--- config.mk ---
export PLATFORM = sky130hd
export DESIGN_NAME = jt12_modmix
export DESIGN_NICKNAME = d
export VERILOG_FILES = /design/src/rtl/jt12_mod_pkg.sv /design/src/rtl/jt12_modmix_store.sv /design/src/rtl/jt12_modmix.sv
export SDC_FILE = /design/constraint.sdc
export NUM_CORES = 1
export LEC_CHECK = 0
export BUFFER_PORTS_ARGS = -buffer_cell sky130_fd_sc_hd__buf_2
export CORE_UTILIZATION = 55
export CTS_CLUSTER_DIAMETER = 150
export DETAILED_ROUTE_END_ITERATION = 10
export PLACE_DENSITY = 0.71
export RECOVER_POWER = 100
export SLEW_MARGIN = 10
export SYNTH_ARGS = -nofsm -noshare
export SYNTH_HDL_FRONTEND = slang
export SYNTH_SLANG_ARGS = --single-unit
--- constraint.sdc ---
create_clock -name clk -period 8 [get_ports clk]
set_clock_uncertainty 0.15 [all_clocks]
set_input_delay 0.8 -clock clk [delete_from_list [all_inputs] [get_ports clk]]
set_output_delay 0.8 -clock clk [all_outputs]
set_load 0.05 [all_outputs]
--- src/rtl/jt12_mod_pkg.sv ---
// jt12_mod_pkg: slot encoding, group order and modulation source selection
package jt12_mod_pkg;
    typedef enum logic [1:0] {S1 = 2'd0, S2 = 2'd1, S3 = 2'd2, S4 = 2'd3} slot_t;

    function automatic slot_t next_grp(input slot_t s);
        return s == S1 ? S3 : s == S3 ? S2 : s == S2 ? S4 : S1;
    endfunction

    // {s1_p, s2, s3} sources summed into a non-S1 slot's modulation
    function automatic logic [2:0] src_mask(input logic [2:0] alg, input slot_t slot);
        logic [2:0] m;
        m = 3'b000;
        case (slot)
            S2: m = (alg inside {3'd0, 3'd3, 3'd4, 3'd5, 3'd6}) ? 3'b100 : 3'b000;
            S3: m = (alg inside {3'd0, 3'd2}) ? 3'b010 : alg == 3'd1 ? 3'b110 :
                    alg == 3'd5 ? 3'b100 : 3'b000;
            S4: m = (alg inside {3'd0, 3'd1, 3'd4}) ? 3'b001 : alg == 3'd2 ? 3'b101 :
                    alg == 3'd3 ? 3'b011 : alg == 3'd5 ? 3'b100 : 3'b000;
            default: m = 3'b000;
        endcase
        return m;
    endfunction
endpackage

--- src/rtl/jt12_modmix_store.sv ---
// jt12_modmix_store: per-channel operator history with S1 shift and write bypass
module jt12_modmix_store
    import jt12_mod_pkg::*;
#(
    parameter int NUM_CH = 6,
    parameter int OPW    = 14
) (
    input  logic                  clk,
    input  logic                  rst,
    input  logic                  we,
    input  logic [2:0]            wr_ch,
    input  slot_t                 wr_slot,
    input  logic signed [OPW-1:0] din,
    input  logic [2:0]            rd_ch,
    output logic signed [OPW-1:0] s1_p,
    output logic signed [OPW-1:0] s1_pp,
    output logic signed [OPW-1:0] s2,
    output logic signed [OPW-1:0] s3
);
    localparam logic [3:0] NCH = 4'(NUM_CH);
    logic signed [OPW-1:0] s1_p_r [NUM_CH];
    logic signed [OPW-1:0] s1_pp_r [NUM_CH];
    logic signed [OPW-1:0] s2_r [NUM_CH];
    logic signed [OPW-1:0] s3_r [NUM_CH];
    logic wr_ok, hit;
    assign wr_ok = we && ({1'b0, wr_ch} < NCH);
    assign hit   = wr_ok && wr_ch == rd_ch;
    // S1 writes push the previous S1 down; S4 results are never needed
    always_ff @(posedge clk) begin
        if (rst) begin
            for (int i = 0; i < NUM_CH; i++) begin
                s1_p_r[i]  <= '0;
                s1_pp_r[i] <= '0;
                s2_r[i]    <= '0;
                s3_r[i]    <= '0;
            end
        end else if (wr_ok) begin
            case (wr_slot)
                S1: begin
                    s1_pp_r[wr_ch] <= s1_p_r[wr_ch];
                    s1_p_r[wr_ch]  <= din;
                end
                S2: s2_r[wr_ch] <= din;
                S3: s3_r[wr_ch] <= din;
                default: ;
            endcase
        end
    end
    assign s1_p  = hit && wr_slot == S1 ? din : s1_p_r[rd_ch];
    assign s1_pp = hit && wr_slot == S1 ? s1_p_r[rd_ch] : s1_pp_r[rd_ch];
    assign s2    = hit && wr_slot == S2 ? din : s2_r[rd_ch];
    assign s3    = hit && wr_slot == S3 ? din : s3_r[rd_ch];
endmodule

--- src/rtl/jt12_modmix.sv ---
// jt12_modmix: operator slot sequencer producing per-slot phase modulation
module jt12_modmix
    import jt12_mod_pkg::*;
#(
    parameter int NUM_CH = 6,
    parameter int OPW    = 14
) (
    input  logic                clk,
    input  logic                rst,
    input  logic                clk_en,
    input  logic                cfg_we,
    input  logic [2:0]          cfg_ch,
    input  logic [2:0]          cfg_alg,
    input  logic [2:0]          cfg_fb,
    input  logic                op_we,
    input  logic [2:0]          op_ch,
    input  logic [1:0]          op_slot,
    input  logic signed [OPW-1:0] op_din,
    output logic [2:0]          cur_ch,
    output logic                s1_enters,
    output logic                s2_enters,
    output logic                s3_enters,
    output logic                s4_enters,
    output logic                zero,
    output logic signed [OPW:0] mod_out
);
    localparam logic [3:0] NCH  = 4'(NUM_CH);
    localparam logic [2:0] LAST = 3'(NUM_CH - 1);
    slot_t slot;
    logic [2:0] ch;
    logic [2:0] sh_alg [NUM_CH];
    logic [2:0] sh_fb [NUM_CH];
    logic [2:0] act_alg [NUM_CH];
    logic [2:0] act_fb [NUM_CH];
    logic signed [OPW-1:0] s1_p, s1_pp, s2, s3;
    logic cfg_ok, cfg_hit;
    logic [2:0] alg_now, fb_now, mask;
    logic [3:0] shamt;
    logic signed [OPW:0] a, b, c, fb_sum, fb_val, mix;

    jt12_modmix_store #(.NUM_CH(NUM_CH), .OPW(OPW)) u_store (
        .clk     (clk),
        .rst     (rst),
        .we      (op_we),
        .wr_ch   (op_ch),
        .wr_slot (slot_t'(op_slot)),
        .din     (op_din),
        .rd_ch   (ch),
        .s1_p    (s1_p),
        .s1_pp   (s1_pp),
        .s2      (s2),
        .s3      (s3)
    );

    // the S1 slot latches the shadow, so a same-cycle config write must win there
    assign cfg_ok  = cfg_we && ({1'b0, cfg_ch} < NCH);
    assign cfg_hit = cfg_ok && cfg_ch == ch;
    assign alg_now = slot == S1 ? (cfg_hit ? cfg_alg : sh_alg[ch]) : act_alg[ch];
    assign fb_now  = slot == S1 ? (cfg_hit ? cfg_fb : sh_fb[ch]) : act_fb[ch];
    assign mask    = src_mask(alg_now, slot);
    assign a       = mask[2] ? {s1_p[OPW-1], s1_p} : '0;
    assign b       = mask[1] ? {s2[OPW-1], s2} : '0;
    assign c       = mask[0] ? {s3[OPW-1], s3} : '0;
    assign fb_sum  = {s1_p[OPW-1], s1_p} + {s1_pp[OPW-1], s1_pp};
    assign shamt   = 4'd9 - {1'b0, fb_now};
    assign fb_val  = fb_sum >>> shamt;
    assign mix     = slot == S1 ? (fb_now == 3'd0 ? '0 : fb_val) : a + b + c;

    // channel-major within a group, groups in S1, S3, S2, S4 order
    always_ff @(posedge clk) begin
        if (rst) begin
            slot <= S1;
            ch   <= '0;
        end else if (clk_en) begin
            ch   <= ch == LAST ? 3'd0 : ch + 3'd1;
            slot <= ch == LAST ? next_grp(slot) : slot;
        end
    end

    // shadow takes writes anytime; active is refreshed as the channel's S1 issues
    always_ff @(posedge clk) begin
        if (rst) begin
            for (int i = 0; i < NUM_CH; i++) begin
                sh_alg[i]  <= '0;
                sh_fb[i]   <= '0;
                act_alg[i] <= '0;
                act_fb[i]  <= '0;
            end
        end else begin
            if (cfg_ok) begin
                sh_alg[cfg_ch] <= cfg_alg;
                sh_fb[cfg_ch]  <= cfg_fb;
            end
            if (clk_en && slot == S1) begin
                act_alg[ch] <= alg_now;
                act_fb[ch]  <= fb_now;
            end
        end
    end

    // issued slot outputs, held until the next strobe
    always_ff @(posedge clk) begin
        if (rst) begin
            cur_ch    <= '0;
            s1_enters <= 1'b0;
            s2_enters <= 1'b0;
            s3_enters <= 1'b0;
            s4_enters <= 1'b0;
            zero      <= 1'b0;
            mod_out   <= '0;
        end else if (clk_en) begin
            cur_ch    <= ch;
            s1_enters <= slot == S1;
            s2_enters <= slot == S2;
            s3_enters <= slot == S3;
            s4_enters <= slot == S4;
            zero      <= slot == S1 && ch == 3'd0;
            mod_out   <= mix;
        end
    end
endmodule

=== Word-level counts from Yosys, hierarchy flattened ===
Memories as Yosys holds them, arrays and structs flattened. A register that Yosys moved wholly into a read port is not among the register bits.
Index checks and enable logic that the tools add are counted.

* Order comparisons: 2
* Muxes and demuxes: 85
* Shift operators: 1
* Reduce and logical (&&, ||, !) cells: 26
* Add/subtract/negate cells: 5
* Equal/unequal tests: 14

{| class="wikitable"
|+ Operators with widths
! cell !! count
|-
| 2-to-1 mux 3 bit || 40
|-
| 2-to-1 mux 14 bit || 8
|-
| 2-to-1 mux 15 bit || 5
|-
| OR reduction 14 bit || 4
|-
| adder 15 bit || 2
|-
| 2-to-1 mux 1 bit || 28
|-
| adder 14 x 14 -> 15 bit || 1
|-
| >>> shifter 15 x 4 -> 15 bit || 1
|-
| == test 3 bit, second input constant || 4
|-
| OR reduction 3 bit || 4
|-
| logical AND 1 bit || 9
|-
| logical NOT 3 bit || 3
|-
| case mux 3 bit (3 select lines) || 1
|-
| == test 2 bit, second input constant || 3
|-
| == test 3 x 2 -> 1 bit, second input constant || 2
|-
| == test 3 bit || 2
|-
| less-than comparator 3 bit, second input constant || 2
|-
| 2-to-1 mux 2 bit || 3
|-
| nonzero test 5 bit || 1
|-
| == test 2 x 1 -> 1 bit, second input constant || 2
|-
| logical NOT 2 bit || 2
|-
| subtractor 4 x 3 -> 4 bit, first input constant || 1
|-
| adder 3 x 1 -> 3 bit, second input constant || 1
|-
| == test 3 x 1 -> 1 bit, second input constant || 1
|-
| other kinds (3) || 3
|}

* Memory bits (writable): 408
* Memories: 8
* Register bits after elaboration: 28
* Output and inout bits: 23
* Word-level logic and storage cells: 150
* Input bits: 33

{| class="wikitable"
|+ Memory list
! memory !! depth !! width !! read ports !! clocked after memory_dff !! wr ports !! RTL line !! text
|-
| u_store.s1_p_r || 6 || 14 || 2 || 1 || 6 || jt12_modmix_store.sv:21 || <nowiki>logic signed [OPW-1:0] s1_p_r [NUM_CH];</nowiki>
|-
| u_store.s1_pp_r || 6 || 14 || 1 || 1 || 6 || jt12_modmix_store.sv:22 || <nowiki>logic signed [OPW-1:0] s1_pp_r [NUM_CH];</nowiki>
|-
| u_store.s2_r || 6 || 14 || 1 || 1 || 6 || jt12_modmix_store.sv:23 || <nowiki>logic signed [OPW-1:0] s2_r [NUM_CH];</nowiki>
|-
| u_store.s3_r || 6 || 14 || 1 || 1 || 6 || jt12_modmix_store.sv:24 || <nowiki>logic signed [OPW-1:0] s3_r [NUM_CH];</nowiki>
|-
| act_alg || 6 || 3 || 1 || 1 || 6 || jt12_modmix.sv:33 || <nowiki>logic [2:0] act_alg [NUM_CH];</nowiki>
|-
| act_fb || 6 || 3 || 1 || 1 || 6 || jt12_modmix.sv:34 || <nowiki>logic [2:0] act_fb [NUM_CH];</nowiki>
|-
| 2 more memories || n/a || n/a || n/a || n/a || n/a || n/a ||
|}

=== Longest topological paths before layout ===
Gate-level depths: netlist of run 1.

* Depth in word-level cells: 15
* Depth in mapped cells: 26
* Mapped depth without buffers: 23

=== By module ===
Synthesis of run 1 repeated with hierarchy kept, for this count alone.

* Cells, all modules: 2012
* Area, all modules: 28436.0 um^2

{| class="wikitable"
|+ By module, submodules not included
! module !! area each (um^2) !! sequential area each (um^2) !! cells each !! instances
|-
| jt12_modmix_store || 20324.5 || 13452.9 || 1230 || 1
|-
| jt12_modmix || 8111.5 || 3503.4 || 782 || 1
|}

=== Worst setup path after synthesis of run 1 ===
OpenSTA, ideal clock, no wires.

* Kind: input-to-reg
* From: in cfg_ch[1]
* To: reg mod_out[14]
* Stages: 21
* Required time: 7.734 ns
* Arrival time: 5.495 ns
* Path slack: 2.239 ns
* Path buffers: 1
* Setup time: 0.116 ns
* Cell sequence: xor2_1 > o32a_2 > or3_1 > a31oi_4 > nor2_1 > mux2_2 > nand2_1 > buf_4 > a311o_1 > fa_1 > inv_1 > ha_1 > a21o_1 > a21o_1 > a2111oi_0 > nor3_1 > o31ai_1 > o21ai_0 > xnor2_1 > o221ai_1 > o211a_1

* Word-level cells in the longest chain between the ends: 15
* Elaborated cells on any way between the ends: 36
* Those cells by class: add/sub (3); order compare (1); eq/ne (7); shift (1); mux (17); reduce/logical (7)

{| class="wikitable"
|+ Ends and longest elaborated chain
! element !! RTL line !! text
|-
| start: declaration || jt12_modmix.sv:12 || <nowiki>input logic [2:0] cfg_ch,</nowiki>
|-
| less-than comparator 3 bit || jt12_modmix.sv:56 || <nowiki>assign cfg_ok = cfg_we && ({1'b0, cfg_ch} < NCH);</nowiki>
|-
| logical AND 1 bit || jt12_modmix.sv:56 ||
|-
| logical AND 1 bit * || jt12_modmix.sv:57 || <nowiki>assign cfg_hit = cfg_ok && cfg_ch == ch;</nowiki>
|-
| 2-to-1 mux 3 bit (2 in a row) || jt12_modmix.sv:58 || <nowiki>assign alg_now = slot == S1 ? (cfg_hit ? cfg_alg : sh_alg[ch]) : act_alg[ch];</nowiki>
|-
| == test 3 bit || jt12_mod_pkg.sv:14, jt12_mod_pkg.sv:16, jt12_mod_pkg.sv:18 ||
|-
| 2-to-1 mux 3 bit || jt12_mod_pkg.sv:16, jt12_mod_pkg.sv:18 ||
|-
| 2-to-1 mux 3 bit || jt12_mod_pkg.sv:18 || <nowiki>alg == 3'd3 ? 3'b011 : alg == 3'd5 ? 3'b100 : 3'b000;</nowiki>
|-
| 2-to-1 mux 3 bit (2 in a row) || jt12_mod_pkg.sv:17 || <nowiki>S4: m = (alg inside {3'd0, 3'd1, 3'd4}) ? 3'b001 : alg == 3'd2 ? 3'b101 :</nowiki>
|-
| case mux 3 bit (3 select lines) || jt12_mod_pkg.sv:13 || <nowiki>case (slot)</nowiki>
|-
| 2-to-1 mux 15 bit || jt12_modmix.sv:61 || <nowiki>assign a = mask[2] ? {s1_p[OPW-1], s1_p} : '0;</nowiki>
|-
| adder 15 bit (2 in a row) || jt12_modmix.sv:67 || <nowiki>assign mix = slot == S1 ? (fb_now == 3'd0 ? '0 : fb_val) : a + b + c;</nowiki>
|-
| 2-to-1 mux 15 bit * || jt12_modmix.sv:67 ||
|-
| end signal: assignment || jt12_modmix.sv:118 || <nowiki>mod_out <= mix;</nowiki>
|-
| end: declaration || jt12_modmix.sv:25 || <nowiki>output logic signed [OPW:0] mod_out</nowiki>
|}

Mark *: on every way between the ends. The rest lies on a longest branch, timed or not.
A chain may end at the register's enable or synchronous reset.

=== Worst setup path in the final report of run 1 ===
* From: reg ch[2]
* To: reg mod_out[14]

* Word-level cells in the longest chain between the ends: 14
* Elaborated cells on any way between the ends: 44
* Those cells by class: add/sub (4); eq/ne (8); shift (1); mux (21); reduce/logical (10)

{| class="wikitable"
|+ Ends and longest elaborated chain
! element !! RTL line !! text
|-
| start: declaration || jt12_modmix.sv:30 || <nowiki>logic [2:0] ch;</nowiki>
|-
| start signal: assignment || jt12_modmix.sv:75 || <nowiki>ch <= ch == LAST ? 3'd0 : ch + 3'd1;</nowiki>
|-
| == test 3 bit || jt12_modmix.sv:57 ||
|-
| logical AND 1 bit || jt12_modmix.sv:57 ||
|-
| 2-to-1 mux 3 bit (2 in a row) || jt12_modmix.sv:58 ||
|-
| == test 3 bit || jt12_mod_pkg.sv:14, jt12_mod_pkg.sv:16, jt12_mod_pkg.sv:18 ||
|-
| 2-to-1 mux 3 bit || jt12_mod_pkg.sv:16, jt12_mod_pkg.sv:18 ||
|-
| 2-to-1 mux 3 bit || jt12_mod_pkg.sv:18 ||
|-
| 2-to-1 mux 3 bit (2 in a row) || jt12_mod_pkg.sv:17 ||
|-
| case mux 3 bit (3 select lines) || jt12_mod_pkg.sv:13 ||
|-
| 2-to-1 mux 15 bit || jt12_modmix.sv:61 ||
|-
| adder 15 bit (2 in a row) || jt12_modmix.sv:67 ||
|-
| 2-to-1 mux 15 bit * || jt12_modmix.sv:67 ||
|}

Marks and branches as above.

==> run summary, run 1 <==
Routed WL -> 69500 µm
Worst-Margin Slew -> 2.21 ns
failing checks -> max-capacitance violations, max-slew violations
Final min period -> 6.93 ns
Synth Area per Inst -> 13.4 µm²
Critical Path RT -> 8.34 ns
TritonCTS clock tree -> yes
P_leak -> 11.4 nW
Mapped Cells -> 2106
Ys Warns -> 0
dpl cells -> 2863
Syn Std Cell Area -> 0.0282 mm²
met1 WL -> 27600 µm
share of cells above drive strength 1 -> 0.150
largest net degree at the start of global routing -> 95
vias per cell -> 6.03
outcome -> finished with violations
first-pass GRT wire length -> 106000 µm
number of distinct library cells after synthesis -> 87
post-route ant nets -> 0
Hold Path Stages -> 2
number of synthesized flops with an enable pin -> 544
vias in the first global route -> 18300
Tightest Hold Check Type -> flip-flop to flip-flop
CTS Root Cell -> clkbuf_16
final period utilization -> 0.866
WP depth -> 20
Startpoint Class -> flip-flop
Reg clk slew, reported paths -> 0.06 ns
Crit Path Class -> flip-flop to flip-flop
Layout Cells excl Fill -> 2967
total grt overflow -> 0
initial antenna violation count -> 1
core area -> 0.0504 mm²
GRT Overall Usage -> 0.270
Die Ht -> 228 µm
wire per inst -> 23.4 µm
initial core utilization -> 0.559
CP max-delay cell -> nor3b_2
H-tree depth -> 2
GPL Wtd Cong -> 0.915
Placed Area -> 0.0295 mm²
number of synthesized register bits -> 575
Skew-Pair Late Insertion Delay -> 0.62 ns
VDD IR max -> 0.000219 V
Crit path largest cell delay -> 0.74 ns
RSZ-0062 raised after global routing -> false
TritonCTS buffer count -> 57
CTS Buffer Depth -> 3
Fin. Hold Viols -> 0
post-cts resize count -> 0
hold_buf cts -> 0
post-layout util -> 0.618
Max FO, Critical Path -> 14
pwr dens -> 231 mW/mm²
drt drc -> 0
DR iter-0 viols -> 1748
vias post-DR -> 17900
Final Slew Violations -> 439
Max Fclk -> 0.144 GHz
filler cell count -> 3880
R2R depth -> 20
CP Cell Sequence -> nand2b_1 > o32a_1 > nor3_1 > a311oi_1 > a21oi_1 > a21oi_1 > nor3b_2 > nand2_1 > fa_1 > inv_1 > ha_1 > a21o_1 > a21o_1 > a2111oi_0 > nor3_1 > o31ai_1 > o21ai_0 > xnor2_1 > o221ai_1 > o211a_1
P&R area growth vs syn -> 10.5%
sequential cell area fraction in the yosys report -> 0.602
met3 WL -> 5290 µm
Setup Fix Bufs, Post-CTS -> 0
CP delay by family, top -> compound AO/OA/AOI/OAI gates
DPL Wire Length -> 44500 µm
synth top area cells -> edfxtp_1 (58%), mux4_2 (13%), nor2_1 (5.5%)
port bufs -> 55
setup TNS -> 0 ns
die width -> 228 µm
Rel. slew slack -> -0.470
clock sinks -> 575
Arr. time, crit path -> 7.27 ns
cell area after layout -> 0.0311 mm²
dominant cell type by area after synthesis -> edfxtp_1
# IOs -> 56
top_reg_cell synth -> edfxtp_1
Max-cap violations -> 15
Final Setup Violations -> 0
fin nets -> 2331
Top Metal Used -> met5
top cell type's share of synthesized area -> 0.580
async set or reset register ratio after synthesis -> 0
CP Capture Type -> flip-flop
row cnt -> 82
number of detailed-route iterations in the first pass -> 5
total die area -> 0.0521 mm²
metal2 WL -> 34600 µm
Buf+Inv Stages, Crit Path -> 1
==> power by group <==
part	leakage, nW	internal (mW)	total (mW)	switching (mW)
clock	0.872	1.45	2.56	1.11
combinational	4.96	0.419	1.09	0.671
sequential	5.60	3.46	3.53	0.0742
==> Yosys cell counts (13+ instances only) <==
master,count
edfxtp_1,544
nor2_1,412
nand2_1,225
mux4_2,162
inv_1,98
clkbuf_1,85
o21ai_0,68
mux2i_1,54
a21oi_1,50
mux2_2,33
ha_1,32
dfxtp_1,31
buf_2,20
nand3_1,18
fa_1,16
and3_1,15
xnor2_1,15
nor3_1,14
buf_1,13
xor2_1,13
==> placed cells by master (no fill, tap or decap), types with 17 or more instances in the layout <==
cell         n
a21oi_1     51
nor2_1     412
clkinv_1    17
buf_2       31
edfxtp_1   544
nand3_1     18
mux4_2     162
conb_1     124
clkbuf_16   58
ha_1        32
dfxtp_1     29
mux2i_1     54
mux2_2      33
inv_1       98
clkbuf_1    54
nand2_1    224
o21ai_0     69
==> layout make-up <==
type | count | area [µm²] | area share
inverter | 100 | 377 | 0.0121
tap | 672 | 841 | 0.0270
clock inverter | 32 | 233 | 0.00748
antenna | 1 | 2.50 | 0.0000804
clock buffer | 71 | 1540 | 0.0495
multi-input combinational | 1426 | 10700 | 0.345
timing repair buffer | 90 | 442 | 0.0142
sequential | 575 | 17000 | 0.545
==> sequential cells by signal (all words and copies together), names as in the netlist, 3 cells and up, named ones only <==
register / cells
act_alg: 24
u_store.s2_r: 112
ch: 3
act_fb: 24
u_store.s1_pp_r: 112
cur_ch: 3
u_store.s3_r: 112
u_store.s1_p_r: 112
sh_alg: 24
mod_out: 15
sh_fb: 24
==> logic make-up (layout without fill, tap and decap cells) <==
logic type | after synthesis | after routing | share of synthesized area
compound gates | 225 | 225 | 0.0551
xor+xnor | 28 | 28 | 0.00871
fa+ha+maj | 48 | 48 | 0.0256
buf+inv | 228 | 293 | 0.0333
flops | 575 | 575 | 0.602
mux | 255 | 255 | 0.166
other cells | 1 | 125 | 0.000133
simple gates | 746 | 746 | 0.109
==> final timing paths <==
| path | from | endpoint | slack, ns |
|---|---|---|---|
| min | s1_enters | s1_enters | 0.33 |
| min reg2reg | s1_enters | s1_enters | 0.33 |
| max | ch[2] | mod_out[14] | 1.07 |
| max reg2reg | ch[2] | mod_out[14] | 1.07 |
==> layer usage <==
layer | up-vias | global-route usage
met2 | 718 | 0.459
met3 | 115 | 0.0463
met5 | - | 0
met1 | 9089 | 0.355
met4 | 2 | 0.0906
li1 | 7957 | -
==> worst min-delay path: stages (launching register included) <==
cell and delay, ns:
dfxtp_1 0.31, nand2b_1 0.06, a21oi_1 0.06
==> per-stage QoR <==
step | total power [mW] | hold slack [ns] | setup slack (ns)
detailed placement | 4.68 | 0.314 | 0.925
CTS | 7.22 | 0.324 | 1.17
global placement | 4.67 | 0.306 | 1.14
floorplan | 4.37 | 0.333 | 2.24
finish | 7.18 | 0.325 | 1.07
global route | 7.41 | 0.350 | 0.365
(Power assumes the default switching activity.)
==> run 2, diff against run 1 <==
- CELL_PAD_IN_SITES_DETAIL_PLACEMENT: not set -> 1
- CELL_PAD_IN_SITES_GLOBAL_PLACEMENT: not set -> 1
- CORE_UTILIZATION: 55 -> 53
- PLACE_DENSITY: 0.71 -> not set
- PLACE_DENSITY_LB_ADDON: not set -> 0.1
==> run summary, run 2 (synthesis gave the netlist of run 1 again) <==
outcome -> finished with violations (unchanged)
failing checks -> max-capacitance violations, max-slew violations (unchanged)
H-tree depth -> 2 (unchanged)
Reg clk slew, reported paths -> 0.06 ns (about the same)
CP Launch Point -> ch[2] (unchanged)
die width -> 233 µm (was 228 µm)
Top Metal Used -> met5 (unchanged)
most common cell after layout, fill and taps aside -> edfxtp_1 (unchanged)
fin nets -> 2335 (was 2331)
DPL Wire Length -> 52300 µm (was 44500 µm)
port bufs -> 55 (unchanged)
pwr dens -> 236 mW/mm² (was 231 mW/mm²)
Final min period -> 6.80 ns (was 6.93 ns)
total die area -> 0.0541 mm² (was 0.0521 mm²)
vias post-DR -> 18200 (was 17900)
Worst-Margin Slew -> 2.45 ns (was 2.21 ns)
post-route ant nets -> 0 (unchanged)
most frequent cells in the layout -> edfxtp_1 (544), nor2_1 (412), nand2_1 (224) (unchanged)
met1 WL -> 32700 µm (was 27600 µm)
Max-cap violations -> 17 (was 15)
Layout Cells excl Fill -> 2992 (was 2967)
number of detailed-route iterations in the first pass -> 5 (unchanged)
dpl cells -> 2880 (was 2863)
CTS Root Cell -> clkbuf_16 (unchanged)
RSZ-0062 raised after global routing -> false (unchanged)
met3 WL -> 5950 µm (was 5290 µm)
Final Slew Violations -> 446 (was 439)
Startpoint Class -> flip-flop (unchanged)
Crit Path Class -> flip-flop to flip-flop (unchanged)
CP Capture Type -> flip-flop (unchanged)
cell mode on critical path -> a21o_1
Fin. Hold Viols -> 0 (unchanged)
DR iter-0 viols -> 1724 (was 1748)
CP delay by family, top -> compound AO/OA/AOI/OAI gates (unchanged)
TritonCTS clock tree -> yes (unchanged)
clock sinks -> 575 (unchanged)
Buf+Inv Stages, Crit Path -> 1 (unchanged)
initial antenna violation count -> 4 (was 1)
total chip power -> 7.37 mW (was 7.18 mW)
P_leak -> 11.5 nW (was 11.4 nW)
share of cells above drive strength 1 -> 0.155 (was 0.150)
Rel. slew slack -> -0.635 (was -0.470)
drt drc -> 0 (unchanged)
P&R area growth vs syn -> 11.0% (was 10.5%)
min-delay src -> zero (was s1_enters)
row cnt -> 84 (was 82)
final period utilization -> 0.849 (was 0.866)
vias in the first global route -> 19200 (was 18300)
core area -> 0.0526 mm² (was 0.0504 mm²)
Max FO, Critical Path -> 14 (unchanged)
wire per inst -> 26.8 µm (was 23.4 µm)
Skew-Pair Late Insertion Delay -> 0.63 ns (was 0.62 ns)
setup TNS -> 0 ns (unchanged)
CP max-delay cell -> dfxtp_1 (was nor3b_2)
CP Cell Sequence -> nand2b_1 > o32a_1 > or3_1 > a31oi_4 > nor2_1 > mux2_2 > nand2_1 > a311o_1 > fa_1 > inv_1 > ha_1 > a21o_1 > a21o_1 > a2111oi_0 > nor3_1 > o31ai_1 > o21ai_0 > xnor2_1 > o221ai_1 > o211a_1 (was nand2b_1 > o32a_1 > nor3_1 > a311oi_1 > a21oi_1 > a21oi_1 > nor3b_2 > nand2_1 > fa_1 > inv_1 > ha_1 > a21o_1 > a21o_1 > a2111oi_0 > nor3_1 > o31ai_1 > o21ai_0 > xnor2_1 > o221ai_1 > o211a_1)
GPL Wtd Cong -> 0.876 (was 0.915)
# IOs -> 56 (unchanged)
largest net degree at the start of global routing -> 94 (was 95)
hold_buf cts -> 0 (unchanged)
Crit path largest cell delay -> 0.63 ns (was 0.74 ns)
CTS Buffer Depth -> 3 (unchanged)
TritonCTS buffer count -> 60 (was 57)
GRT Overall Usage -> 0.304 (was 0.270)
Die Ht -> 233 µm (was 228 µm)
Max Fclk -> 0.147 GHz (was 0.144 GHz)
vias per cell -> 6.08 (was 6.03)
first-pass GRT wire length -> 120000 µm (was 106000 µm)
Arr. time, crit path -> 7.16 ns (was 7.27 ns)
VDD IR max -> 0.000176 V (was 0.000219 V)
Final Setup Violations -> 0 (unchanged)
Setup Fix Bufs, Post-CTS -> 0 (unchanged)
Routed WL -> 80100 µm (was 69500 µm)
post-cts resize count -> 0 (unchanged)
Tightest Hold Check Type -> flip-flop to flip-flop (unchanged)
launching point of the worst reg2reg path -> ch[2] (unchanged)
Critical Path RT -> 8.37 ns (was 8.34 ns)
metal2 WL -> 38700 µm (was 34600 µm)
total grt overflow -> 0 (unchanged)
initial core utilization -> 0.536 (was 0.559)
## run 2: area by class of cell
cell class | instances | area [µm²]
fillers | 5179 | 21300
flip-flops and latches | 575 | 17000
multi-input cells | 1426 | 10700
clock buffers | 73 | 1570
well taps | 688 | 861
repair buffers | 91 | 467
inverters | 100 | 377
clock inverters | 38 | 300
diodes | 1 | 2.50
## run 2: report_power, final
group          internal [mW]  leakage [nW]  switching [mW]
Clock                   1.49         0.914            1.19
Combinational          0.423          4.98           0.718
Sequential              3.46          5.60          0.0806
## run 2: path summary, 6_finish.rpt
| path | end | slack [ns] | cells after the start |
|---|---|---|---|
| setup / recovery | mod_out[14] | 1.20 | 20 |
| hold / removal | zero | 0.34 | 2 |
| hold reg to reg | zero | 0.34 | 2 |
| setup reg to reg | mod_out[14] | 1.20 | 20 |
## run 2: routing by layer
layer	track usage	up-vias
met1	0.410	9402
met3	0.0594	145
met2	0.490	659
met5	0	-
met4	0.112	4
li1	-	7978
## run 2: per-stage QoR
step | cell area (µm²) | util | setup WS [ns] | hold WS (ns)
2_1_floorplan | 28600 | - | 2.24 | 0.333
5_1_grt | 31300 | 0.595 | 0.653 | 0.383
3_5_place_dp | 29500 | 0.562 | 1.30 | 0.328
3_3_place_gp | 29500 | 0.562 | 1.49 | 0.305
4_1_cts | 31400 | 0.598 | 1.36 | 0.336
6_report | 31300 | 0.595 | 1.20 | 0.336
## run 2: worst min-delay path: cells and delay by family, from the launching register on
family	cells	cell delay, ns
AND/OR/NAND/NOR	1	0.06
AO/OA/AOI/OAI	1	0.07
flip-flops	1	0.31
==> run 3, diff against run 2 <==
- ABC_AREA: not set -> 1
- CORE_UTILIZATION: 53 -> 50
- clock period: 8 -> 6.4 ns (I/O delays scaled with it)
==> run summary, run 3 <==
clock sinks -> 575 (unchanged)
Syn Std Cell Area -> 0.0289 mm² (was 0.0282 mm²)
Final Slew Violations -> 204 (was 446)
Startpoint Class -> input pin (was flip-flop)
most frequent cells in the layout -> nor2_1 (583), nand2_1 (565), edfxtp_1 (544) (was edfxtp_1 (544), nor2_1 (412), nand2_1 (224))
Post-synth top cells -> nor2_1 (583), nand2_1 (564), edfxtp_1 (544), o21ai_0 (233), a21oi_1 (217) (was edfxtp_1 (544), nor2_1 (412), nand2_1 (225), mux4_2 (162), inv_1 (98))
async set or reset register ratio after synthesis -> 0 (unchanged)
drt drc -> 0 (unchanged)
# IOs -> 56 (unchanged)
first-pass GRT wire length -> 148000 µm (was 120000 µm)
post-cts resize count -> 0 (unchanged)
Synth Area per Inst -> 9.38 µm² (was 13.4 µm²)
Critical Path RT -> 6.47 ns (was 8.37 ns)
Setup WS pre-CTS -> 0.800 ns (was 1.30 ns)
Setup Fix Bufs, Post-CTS -> 0 (unchanged)
Tightest Hold Check Type -> input pin to flip-flop (was flip-flop to flip-flop)
Arr. time, crit path -> 5.90 ns (was 7.16 ns)
DR iter-0 viols -> 2358 (was 1724)
post-route setup slack -> 0.578 ns (was 1.20 ns)
P_int -> 6.67 mW (was 5.37 mW)
Reg clk slew, reported paths -> 0.06 ns (about the same)
sequential cell area fraction in the yosys report -> 0.586 (was 0.602)
number of detailed-route iterations in the first pass -> 5 (unchanged)
core area -> 0.0568 mm² (was 0.0526 mm²)
vias in the first global route -> 24500 (was 19200)
Max Fclk -> 0.172 GHz
fin nets -> 3263 (was 2335)
Mapped Cells -> 3085 (was 2106)
Rel. slew slack -> -0.446 (was -0.635)
Fin. Hold Viols -> 0 (unchanged)
post-route ant nets -> 0 (unchanged)
Final Setup Violations -> 0 (unchanged)
GPL Wtd Cong -> 0.954 (was 0.876)
Comb pwr share -> 0.174 (was 0.155)
Net Sw Frac -> 0.299 (was 0.270)
most common cell after layout, fill and taps aside -> nor2_1 (was edfxtp_1)
total grt overflow -> 0 (unchanged)
top_reg_cell synth -> edfxtp_1 (unchanged)
total die area -> 0.0588 mm² (was 0.0541 mm²)
setup TNS -> 0 ns (unchanged)
Die Ht -> 243 µm (was 233 µm)
outcome -> finished with violations (unchanged)
H-tree depth -> 2 (unchanged)
Worst-Margin Slew -> 2.17 ns (was 2.45 ns)
number of distinct library cells after synthesis -> 56 (was 87)
P_leak -> 12.2 nW (was 11.5 nW)
initial antenna violation count -> 2 (was 4)
Sw Pwr -> 2.85 mW (was 1.99 mW)
pwr dens -> 298 mW/mm² (was 236 mW/mm²)
number of synthesized register bits -> 575 (unchanged)
Max FO, Critical Path -> 28 (was 14)
CTS Buffer Depth -> 3 (unchanged)
sequential power share -> 0.464 (was 0.480)
DPL Wire Length -> 64200 µm (was 52300 µm)
die width -> 243 µm (was 233 µm)
top cell type's share of synthesized area -> 0.564 (was 0.580)
most numerous cell in the Yosys netlist -> nor2_1 (was edfxtp_1)
CTS Root Cell -> clkbuf_16 (unchanged)
synth top area cells -> edfxtp_1 (56%), nor2_1 (7.6%), nand2_1 (7.3%) (was edfxtp_1 (58%), mux4_2 (13%), nor2_1 (5.5%))
GRT Overall Usage -> 0.331 (was 0.304)
Crit Path Class -> input pin to flip-flop (was flip-flop to flip-flop)
vias per cell -> 6.00 (was 6.08)
Clock Power Share -> 0.362 (was 0.365)
VDD IR max -> 0.000220 V (was 0.000176 V)
CP Capture Type -> flip-flop (unchanged)
P&R area growth vs syn -> 10.5% (was 11.0%)
RSZ-0062 raised after global routing -> false (unchanged)
failing checks -> max-capacitance violations, max-slew violations (unchanged)
filler cell count -> 6475 (was 5179)
port bufs -> 55 (unchanged)
final period utilization -> 0.910
TritonCTS clock tree -> yes (unchanged)
dominant cell type by area after synthesis -> edfxtp_1 (unchanged)
Final min period -> 5.82 ns
multi-input combinational cell area -> 0.0107 mm² (about the same)
Max-cap violations -> 7 (was 17)
vias post-DR -> 23900 (was 18200)
share of cells above drive strength 1 -> 0.0610 (was 0.155)
initial core utilization -> 0.509 (was 0.536)
row cnt -> 87 (was 84)
wire per inst -> 24.5 µm (was 26.8 µm)
Register Area -> 0.0170 mm² (about the same)
Skew-Pair Late Insertion Delay -> 0.66 ns (was 0.63 ns)
Ys Warns -> 0 (unchanged)
number of synthesized flops with an enable pin -> 544 (unchanged)
TritonCTS buffer count -> 61 (was 60)
Routed WL -> 97600 µm (was 80100 µm)
largest net degree at the start of global routing -> 107 (was 94)
hold_buf cts -> 0 (unchanged)
## run 3: cell count changes in the layout (fill, tap and decap cells not counted), sizes merged, moves of 127 or more
cell / previous run / this run
o21ai: 73 / 250
nand2: 226 / 575
nor2: 412 / 586
nand3: 19 / 182
mux4: 165 / 0
a21oi: 53 / 218
inv: 101 / 228
## run 3: worst max-delay path: stages
cell	delay, ns
clkbuf_1	0.89
inv_1	0.15
clkbuf_1	0.54
nor2_1	0.55
nand2_1	0.68
inv_1	0.40
nand2_1	0.30
nand2_1	0.13
clkbuf_1	1.57
## run 3: logic make-up (layout without fill, tap and decap cells)
kind of cell	Yosys count	in the layout	share of synthesized area
AND/OR/NAND/NOR	1371	1371	0.192
AO/OA/AOI/OAI	656	656	0.132
adder cells (fa/ha/maj)	48	48	0.0249
flip-flops	575	575	0.586
buffers and inverters	423	444	0.0610
XOR/XNOR	11	11	0.00333
other	1	125	0.000130
## run 3: area by class of cell
type / instances / area share
flip-flops and latches: 575 / 0.530
clock buffers: 84 / 0.0529
diodes: 1 / 0.0000782
well taps: 756 / 0.0296
clock inverters: 26 / 0.00704
multi-input cells: 2210 / 0.334
repair buffers: 105 / 0.0187
inverters: 229 / 0.0273
## run 3: power by group through the flow
stage	clock network, mW	logic, mW	registers (mW)
2_1_floorplan	0	1.03	4.53
3_3_place_gp	0	1.59	4.47
3_5_place_dp	0	1.62	4.49
4_1_cts	3.48	1.64	4.41
5_1_grt	3.60	1.80	4.43
6_report	3.45	1.66	4.42
## run 3: worst paths after layout
kind / end / cells past startpoint / slack (ns) / start
hold reg to reg: cur_ch[0] / 2 / 0.33 / cur_ch[0]
hold / removal: sh_alg[4][2] / 3 / 0.19 / cfg_alg[2]
setup reg to reg: mod_out[14] / 25 / 0.63 / slot[0]
setup / recovery: u_store.s1_pp_r[4][13] / 9 / 0.58 / op_ch[2]
## run 3: metal layers
layer  vias to the layer above  global-route usage  share of wire
li1                      10700                   -              -
met5                         -                   0        0.00013
met4                         2               0.125          0.038
met2                       999               0.540           0.47
met3                       209              0.0442          0.074
met1                     12000               0.452           0.42
## run 3: metrics by stage
| step | utilization | std cells | hold slack [ns] | area (µm²) | power [mW] |
|---|---|---|---|---|---|
| after detailed placement | 0.531 | 3875 | 0.322 | 30200 | 6.11 |
| after global routing | 0.563 | 3985 | 0.195 | 32000 | 9.83 |
| after floorplan | - | 3208 | 0.346 | 29400 | 5.56 |
| final | 0.563 | 3986 | 0.194 | 32000 | 9.52 |
| after CTS | 0.565 | 3985 | 0.163 | 32100 | 9.53 |
| after global placement | 0.531 | 3875 | 0.316 | 30200 | 6.07 |
